<file path="config.mk">
export PLATFORM = sky130hd
export DESIGN_NAME = data_packet_buffer
export DESIGN_NICKNAME = d
export VERILOG_FILES = /design/src/rtl/data_packet_buffer.sv
export SDC_FILE = /design/constraint.sdc
export NUM_CORES = 1
export LEC_CHECK = 0
export BUFFER_PORTS_ARGS = -buffer_cell sky130_fd_sc_hd__buf_2
export CORE_MARGIN = 3
export CORE_UTILIZATION = 44
export DETAILED_ROUTE_END_ITERATION = 8
export PLACE_DENSITY = 0.69
export RECOVER_POWER = 50
export SYNTH_ARGS = -nofsm -noshare
export SYNTH_HDL_FRONTEND = slang
export SYNTH_SLANG_ARGS = --single-unit
</file>
<file path="constraint.sdc">
create_clock -name clock -period 2.4 [get_ports clock]
set_clock_uncertainty 0.2 [all_clocks]
set_input_delay 0.12 -clock clock [delete_from_list [all_inputs] [get_ports clock]]
set_output_delay 0.12 -clock clock [all_outputs]
set_load 0.02 [all_outputs]
</file>
<file path="src/rtl/data_packet_buffer.sv">
// Collects a frame of up to DEPTH words into a packed buffer and holds it until acknowledged.
// Optional sticky overflow flag for words offered while a frame is held: define DATA_BUFFER_OVERFLOW_EN.
module data_packet_buffer #(
    parameter  int WIDTH = 16,
    parameter  int DEPTH = 8,
    localparam int CW    = $clog2(DEPTH + 1)
) (
    input  logic                   clock,
    input  logic                   reset_n,
    input  logic                   data_start,
    input  logic                   data_valid,
    input  logic [WIDTH-1:0]       data,
    input  logic                   buffer_ack,
    output logic                   data_ready,
    output logic [WIDTH*DEPTH-1:0] buffer,
    output logic                   buffer_valid,
    output logic [CW-1:0]          count,
    output logic                   overflow
);

    typedef enum logic [1:0] {
        IDLE,
        FILL,
        HOLD
    } state_t;

    state_t state, state_nxt;
    logic   accept;

    assign accept = (state == FILL) && data_valid && data_start;

    // NOTE: registered state uses non-blocking assignments so every flop samples pre-edge values.
    always_ff @(posedge clock or negedge reset_n) begin
        if (!reset_n) state <= IDLE;
        else          state <= state_nxt;
    end

    // NOTE: next state defaults to the current state first so no path leaves it unassigned (no latch).
    always_comb begin
        state_nxt = state;
        case (state)
            IDLE: if (data_start) state_nxt = FILL;
            FILL: begin
                if (!data_start)
                    state_nxt = (count != '0) ? HOLD : IDLE;
                else if (data_valid && count == CW'(DEPTH - 1))
                    state_nxt = HOLD;
            end
            HOLD: if (buffer_ack) state_nxt = IDLE;
            default: state_nxt = IDLE;
        endcase
    end

    // Handshake outputs are flops loaded from the next state, so they track the state with no input-to-output path.
    always_ff @(posedge clock or negedge reset_n) begin
        if (!reset_n) begin
            data_ready   <= 1'b0;
            buffer_valid <= 1'b0;
        end else begin
            data_ready   <= (state_nxt == FILL);
            buffer_valid <= (state_nxt == HOLD);
        end
    end

    // NOTE: the frame storage is reset because a reset must visibly clear the buffer output at once.
    always_ff @(posedge clock or negedge reset_n) begin
        if (!reset_n) begin
            buffer <= '0;
            count  <= '0;
        end else if (state == IDLE && data_start) begin
            buffer <= '0;
            count  <= '0;
        end else if (accept) begin
            for (int i = 0; i < DEPTH; i++)
                if (count == CW'(i)) buffer[i*WIDTH +: WIDTH] <= data;
            count <= count + 1'b1;
        end else if (state == HOLD && buffer_ack) begin
            // Contents stay readable after the ack; they are wiped on the next FILL entry.
            count <= '0;
        end
    end

`ifdef DATA_BUFFER_OVERFLOW_EN
    always_ff @(posedge clock or negedge reset_n) begin
        if (!reset_n)                         overflow <= 1'b0;
        else if (state == HOLD && data_valid) overflow <= 1'b1;
    end
`else
    assign overflow = 1'b0;
`endif

endmodule

</file>
==> reports/metrics.csv, run 1 <==
metric;value;unit
post_cts_buffers;0;
synth_ff_type;dfrtp_1;
r2r-start;state[1];
cts_tree;done;
core-area;12800;um2
dpl_cell_area;6690;um2
crit_path_start_kind;flop;
clkTransAtPathRegs;0.06;ns
powerDensity;966;nW/um2
drc;0;
die-area;14800;um2
rows;41;
ys_warn_count;0;
fin_cells;900;
synth_fp_nets;578;
wl_per_cell;18.7;um
nNetsFinal;740;
final_max_slew_viol_count;60;
first_global_vias;4785;
antenna_found_initial;0;
violations;capacitance limit, slew limit;
net-switching-power;2.40;mW
setup_tns;0;ns
drtPass1Iterations;5;
setup_ws;0.259;ns
peakVddDrop;0.523;mV
tightestPinTransition;1.51;ns
cp.arrival;2.26;ns
vias_per_cell;5.33;
period_needed;2.14;ns
nFillCells;1194;
path_max_fanout;57;
grtUsageTotal;23.4;%
synth_edf_count;0;
synth-seq-cells;136;
postRouteAntennaNets;0;
async_flop_share;100;%
io_buffers;154;
clock_sinks;136;
drt_iter0_drc;506;
dr_wl_met2;7.87;mm
end_kind;flop;
p_comb_share;23.9;%
cts_buffers;17;
final_area;7350;um2
crit_start;state[1];
dp.cells;848;
grt_setup_unrepaired;false;
slew_headroom;-0.987;%
grt_start_max_net_pins;60;
clockPowerShare;36.4;%
hp-start;buffer[84];
root_buffer;clkbuf_16;
seqPwrFrac;39.8;%
overflow;0;
required;2.52;ns
fmax;467;MHz
pin_count;156;
min_path_type;reg -> reg;
fin_crit_sh;89.2;%
worstSetupPathType;reg -> reg;
netlist_instances;553;
dr_wl_met3;1.42;mm
intPower;4.70;mW
cts_buffer_depth;2;
diodes;0;
m1WireLength;7.35;mm
setup_violations;0;
ys_types;36;
start_util;45.7;%
clk_latency;0.41;ns
grt_pass1_wl;26.6;mm
die_y;121;um
place_hpwl;11.6;mm
area_growth;25.3;%
h-tree-depth;4;
hold_viol;0;
cap_violations;1;
ys_seq_area_share;58.0;%
avgSynthCellArea;10.6;um2
route.top_layer_used;met4;
layout-drive-gt1-share;15.4;%
utilization;57.3;%
dr_total_vias;4795;
dieWidth;121;um
preCtsSetupSlack;0.260;ns
swShare;33.8;%
mappedNetlistArea;5870;um2
outcome;finished with violations;
leakage;3.44;nW
place_congestion;0.864;
wl;16.8;mm
[what timing repair did]
item	in CTS	in global routing
endpoints found under the hold margin	229	0
resized for setup	0	0
setup endpoints to repair	0	0
hold buffers	20	0
[Yosys cell counts, types with 2 or more instances]
cell type / number / area share [%]
a22o_1: 2 / 0.30
and2_1: 4 / 0.43
and3_4: 3 / 0.58
buf_1: 3 / 0.19
buf_12: 3 / 1.0
buf_2: 13 / 1.1
buf_4: 2 / 0.26
buf_6: 6 / 1.2
clkbuf_1: 15 / 0.96
clkbuf_2: 3 / 0.26
dfrtp_1: 136 / 58
ha_1: 4 / 0.85
inv_1: 4 / 0.26
mux2i_1: 76 / 13
nand2_1: 147 / 9.4
nand3_1: 54 / 4.6
nor2_1: 5 / 0.32
nor3b_2: 2 / 0.43
o21ai_0: 51 / 4.4
o21ai_1: 4 / 0.34
[per-stage QoR]
stage	total power [mW]	hold slack, ns
after CTS	7.19	0.0646
after detailed placement	4.58	-0.0701
after global routing	7.45	0.340
after global placement	4.54	-0.0802
final	7.10	0.328
after floorplan	3.92	-0.376
[critical path, cell delays in order (launching register included)]
cell,delay [ns]
dfrtp_1,0.47
or3b_4,0.61
buf_4,0.46
nand2_1,0.08
o21ai_0,0.18
[cell families (layout without fill, tap and decap cells)]
family          Yosys count  after routing  synth area share, %
compound gates           62             62                 5.65
other cells               1              1               0.0639
buf+inv                  49            224                 5.20
fa+ha+maj                 4              4                0.853
flops                   136            136                 58.0
mux                      76             76                 13.0
simple gates            225            225                 17.2
[final timing paths]
| check | endpoint | slack (ns) | cells past startpoint |
|---|---|---|---|
| max in group asynchronous | buffer[36] | 0.32 | 3 |
| max | buffer[45] | 0.26 | 4 |
| min | buffer[84] | 0.33 | 2 |
| max reg2reg | buffer[45] | 0.26 | 4 |
| min in group asynchronous | buffer[99] | 0.43 | 2 |
| min reg2reg | buffer[84] | 0.33 | 2 |
[cell type report]
cell class,count,area [um2],share of cell area [%]
clock inverter,7,91.3,1.24
multi-input combinational,368,2160,29.4
timing repair buffer,188,966,13.1
clock buffer,25,495,6.74
sequential,136,3400,46.3
tap,172,215,2.93
inverter,4,15.0,0.204
[cell usage in the layout (no fill, tap or decap), types with 5 or more instances in the layout]
cell,n
nand2_1,147
dfrtp_1,136
clkbuf_1,96
mux2i_1,76
buf_2,61
nand3_1,54
o21ai_0,51
dlygate4sd3_1,20
clkbuf_16,17
buf_4,10
nor2_1,5
[flip-flops by register name (all words and copies together) (netlist names)]
signal / cells
state: 2
buffer: 128
buffer_valid: 1
count: 4
data_ready: 1
[layer usage]
| layer | vias up | track usage [%] |
|---|---|---|
| met5 | - | 0 |
| met4 | 0 | 5.81 |
| met3 | 15 | 7.23 |
| met2 | 212 | 35.2 |
| met1 | 2375 | 33.2 |
| li1 | 2193 | - |
[power groups by stage]
stage                     combinational [mW]  sequential [mW]  clock [mW]
final                                   1.70             2.82        2.58
after global routing                    1.87             2.85        2.73
after CTS                               1.77             2.81        2.61
after detailed placement                1.74             2.84           0
after global placement                  1.70             2.84           0
after floorplan                        0.787             3.13           0
Power figures use the tool's default switching activity.
==> run 2, diff against run 1 <==
--- a/config.mk
+++ b/config.mk
@@ -10,7 +10,7 @@
 export CORE_UTILIZATION = 44
 export DETAILED_ROUTE_END_ITERATION = 8
 export PLACE_DENSITY = 0.69
-export RECOVER_POWER = 50
+export RECOVER_POWER = 100
 export SYNTH_ARGS = -nofsm -noshare
 export SYNTH_HDL_FRONTEND = slang
 export SYNTH_SLANG_ARGS = --single-unit
==> reports/metrics.csv, run 2 (synthesis gave the netlist of run 1 again) <==
metric;value;unit
layout-drive-gt1-share;9.62;%
powerDensity;971;nW/um2
crit_chain;and4b_2, nand3_2, mux2i_1;
final_cell_mix;nand2_1, clkbuf_1, dfrtp_1;
period_needed;2.20;ns
slew_headroom;0.402;%
first_global_vias;4785;
rows;41;
drt_iter0_drc;442;
pin_count;156;
cp.arrival;2.31;ns
clkTransAtPathRegs;0.06;ns
h-tree-depth;4;
seqCellArea;3400;um2
area_growth;24.0;%
die-area;14800;um2
final_max_slew_viol_count;0;
peakVddDrop;0.523;mV
place_congestion;0.864;
core-area;12800;um2
root_buffer;clkbuf_16;
dr_total_vias;4814;
grt_setup_unrepaired;false;
largest_register;buffer;
vias_per_cell;5.35;
grtUsageTotal;23.4;%
fin_crit_sh;91.8;%
place_hpwl;11.6;mm
setup_violations;0;
fmax;454;MHz
clk_latency;0.41;ns
wl;16.9;mm
nNetsFinal;740;
cts_tree;done;
start_util;45.7;%
crit_path_start_kind;flop;
wl_per_cell;18.8;um
cts_resized;0;
cp_num_buf_inv;0;
cap_violations;1;
path_max_fanout;20;
end_kind;flop;
cts_buffers;17;
final_common_cell;nand2_1;
clock_sinks;136;
hold_viol;0;
drc;0;
multi_input_area;2140;um2
timing.reg2reg.setup_slack;0.20;ns
overflow;0;
cp_top_family;simple AND/OR/NAND/NOR gates;
worstSetupPathType;reg -> reg;
setup_tns;0;ns
holdWs;0.327;ns
violations;capacitance limit;
dieWidth;121;um
largest_register_ffs;128;
min_path_type;reg -> reg;
hold_buffers;20;
antenna_found_initial;0;
diodes;0;
grt_pass1_wl;26.6;mm
drtPass1Iterations;5;
io_buffers;154;
critPathSlowestCell;and4b_2;
nFillCells;1217;
required;2.51;ns
leakage;3.26;nW
die_y;121;um
reg_top3;buffer (128), count (4), state (2);
max_stage_delay;0.55;ns
post_cts_buffers;0;
tightestPinTransition;1.49;ns
grt_start_max_net_pins;60;
outcome;finished with violations;
cts_buffer_depth;2;
postRouteAntennaNets;0;
## run 2: final cells by class
class | instances | share of cell area, %
clock buffers | 25 | 6.81
clock inverters | 7 | 1.26
inverters | 4 | 0.206
multi-input cells | 368 | 29.5
flip-flops and latches | 136 | 46.8
well taps | 172 | 2.96
repair buffers | 188 | 12.5
## run 2: where the power goes
group          internal, mW  switching [mW]  leakage, nW
Clock                  1.64           0.940        0.287
Sequential             2.59           0.235         1.88
Combinational         0.445            1.22         1.09
Total                  4.67            2.39         3.26
## run 2: final timing paths
path	start	end	cells after the start
worst max-delay path	state[1]	buffer[3]	3
worst min-delay path	buffer[84]	buffer[84]	2
worst max register to register	state[1]	buffer[3]	3
worst min register to register	buffer[84]	buffer[84]	2
max in group asynchronous	reset_n	buffer[63]	3
min in group asynchronous	reset_n	buffer[99]	2
## run 2: worst min-delay path: cells and delay by family (launching register included)
family | cells | cell delay [ns]
AND/OR/NAND/NOR | 1 | 0.06
flip-flops | 1 | 0.37
multiplexers | 1 | 0.05
## run 2: routing by layer
metal	share of wire, %	vias to the layer above	GRT usage (%)
li1	-	2190	-
met1	44	2390	33.2
met2	47	219	35.2
met3	8.2	15	7.23
met4	1.0	0	5.81
met5	0	-	0
## run 2: per-stage QoR
step	setup WS (ns)	power (mW)	util (%)	cell area (um2)	cells
2_1_floorplan	0.457	3.92	-	5870	553
3_3_place_gp	0.342	4.54	52.2	6690	848
3_5_place_dp	0.260	4.58	52.2	6690	848
4_1_cts	0.252	7.19	58.3	7480	900
5_1_grt	0.0403	7.42	56.7	7270	900
6_report	0.197	7.06	56.7	7270	900
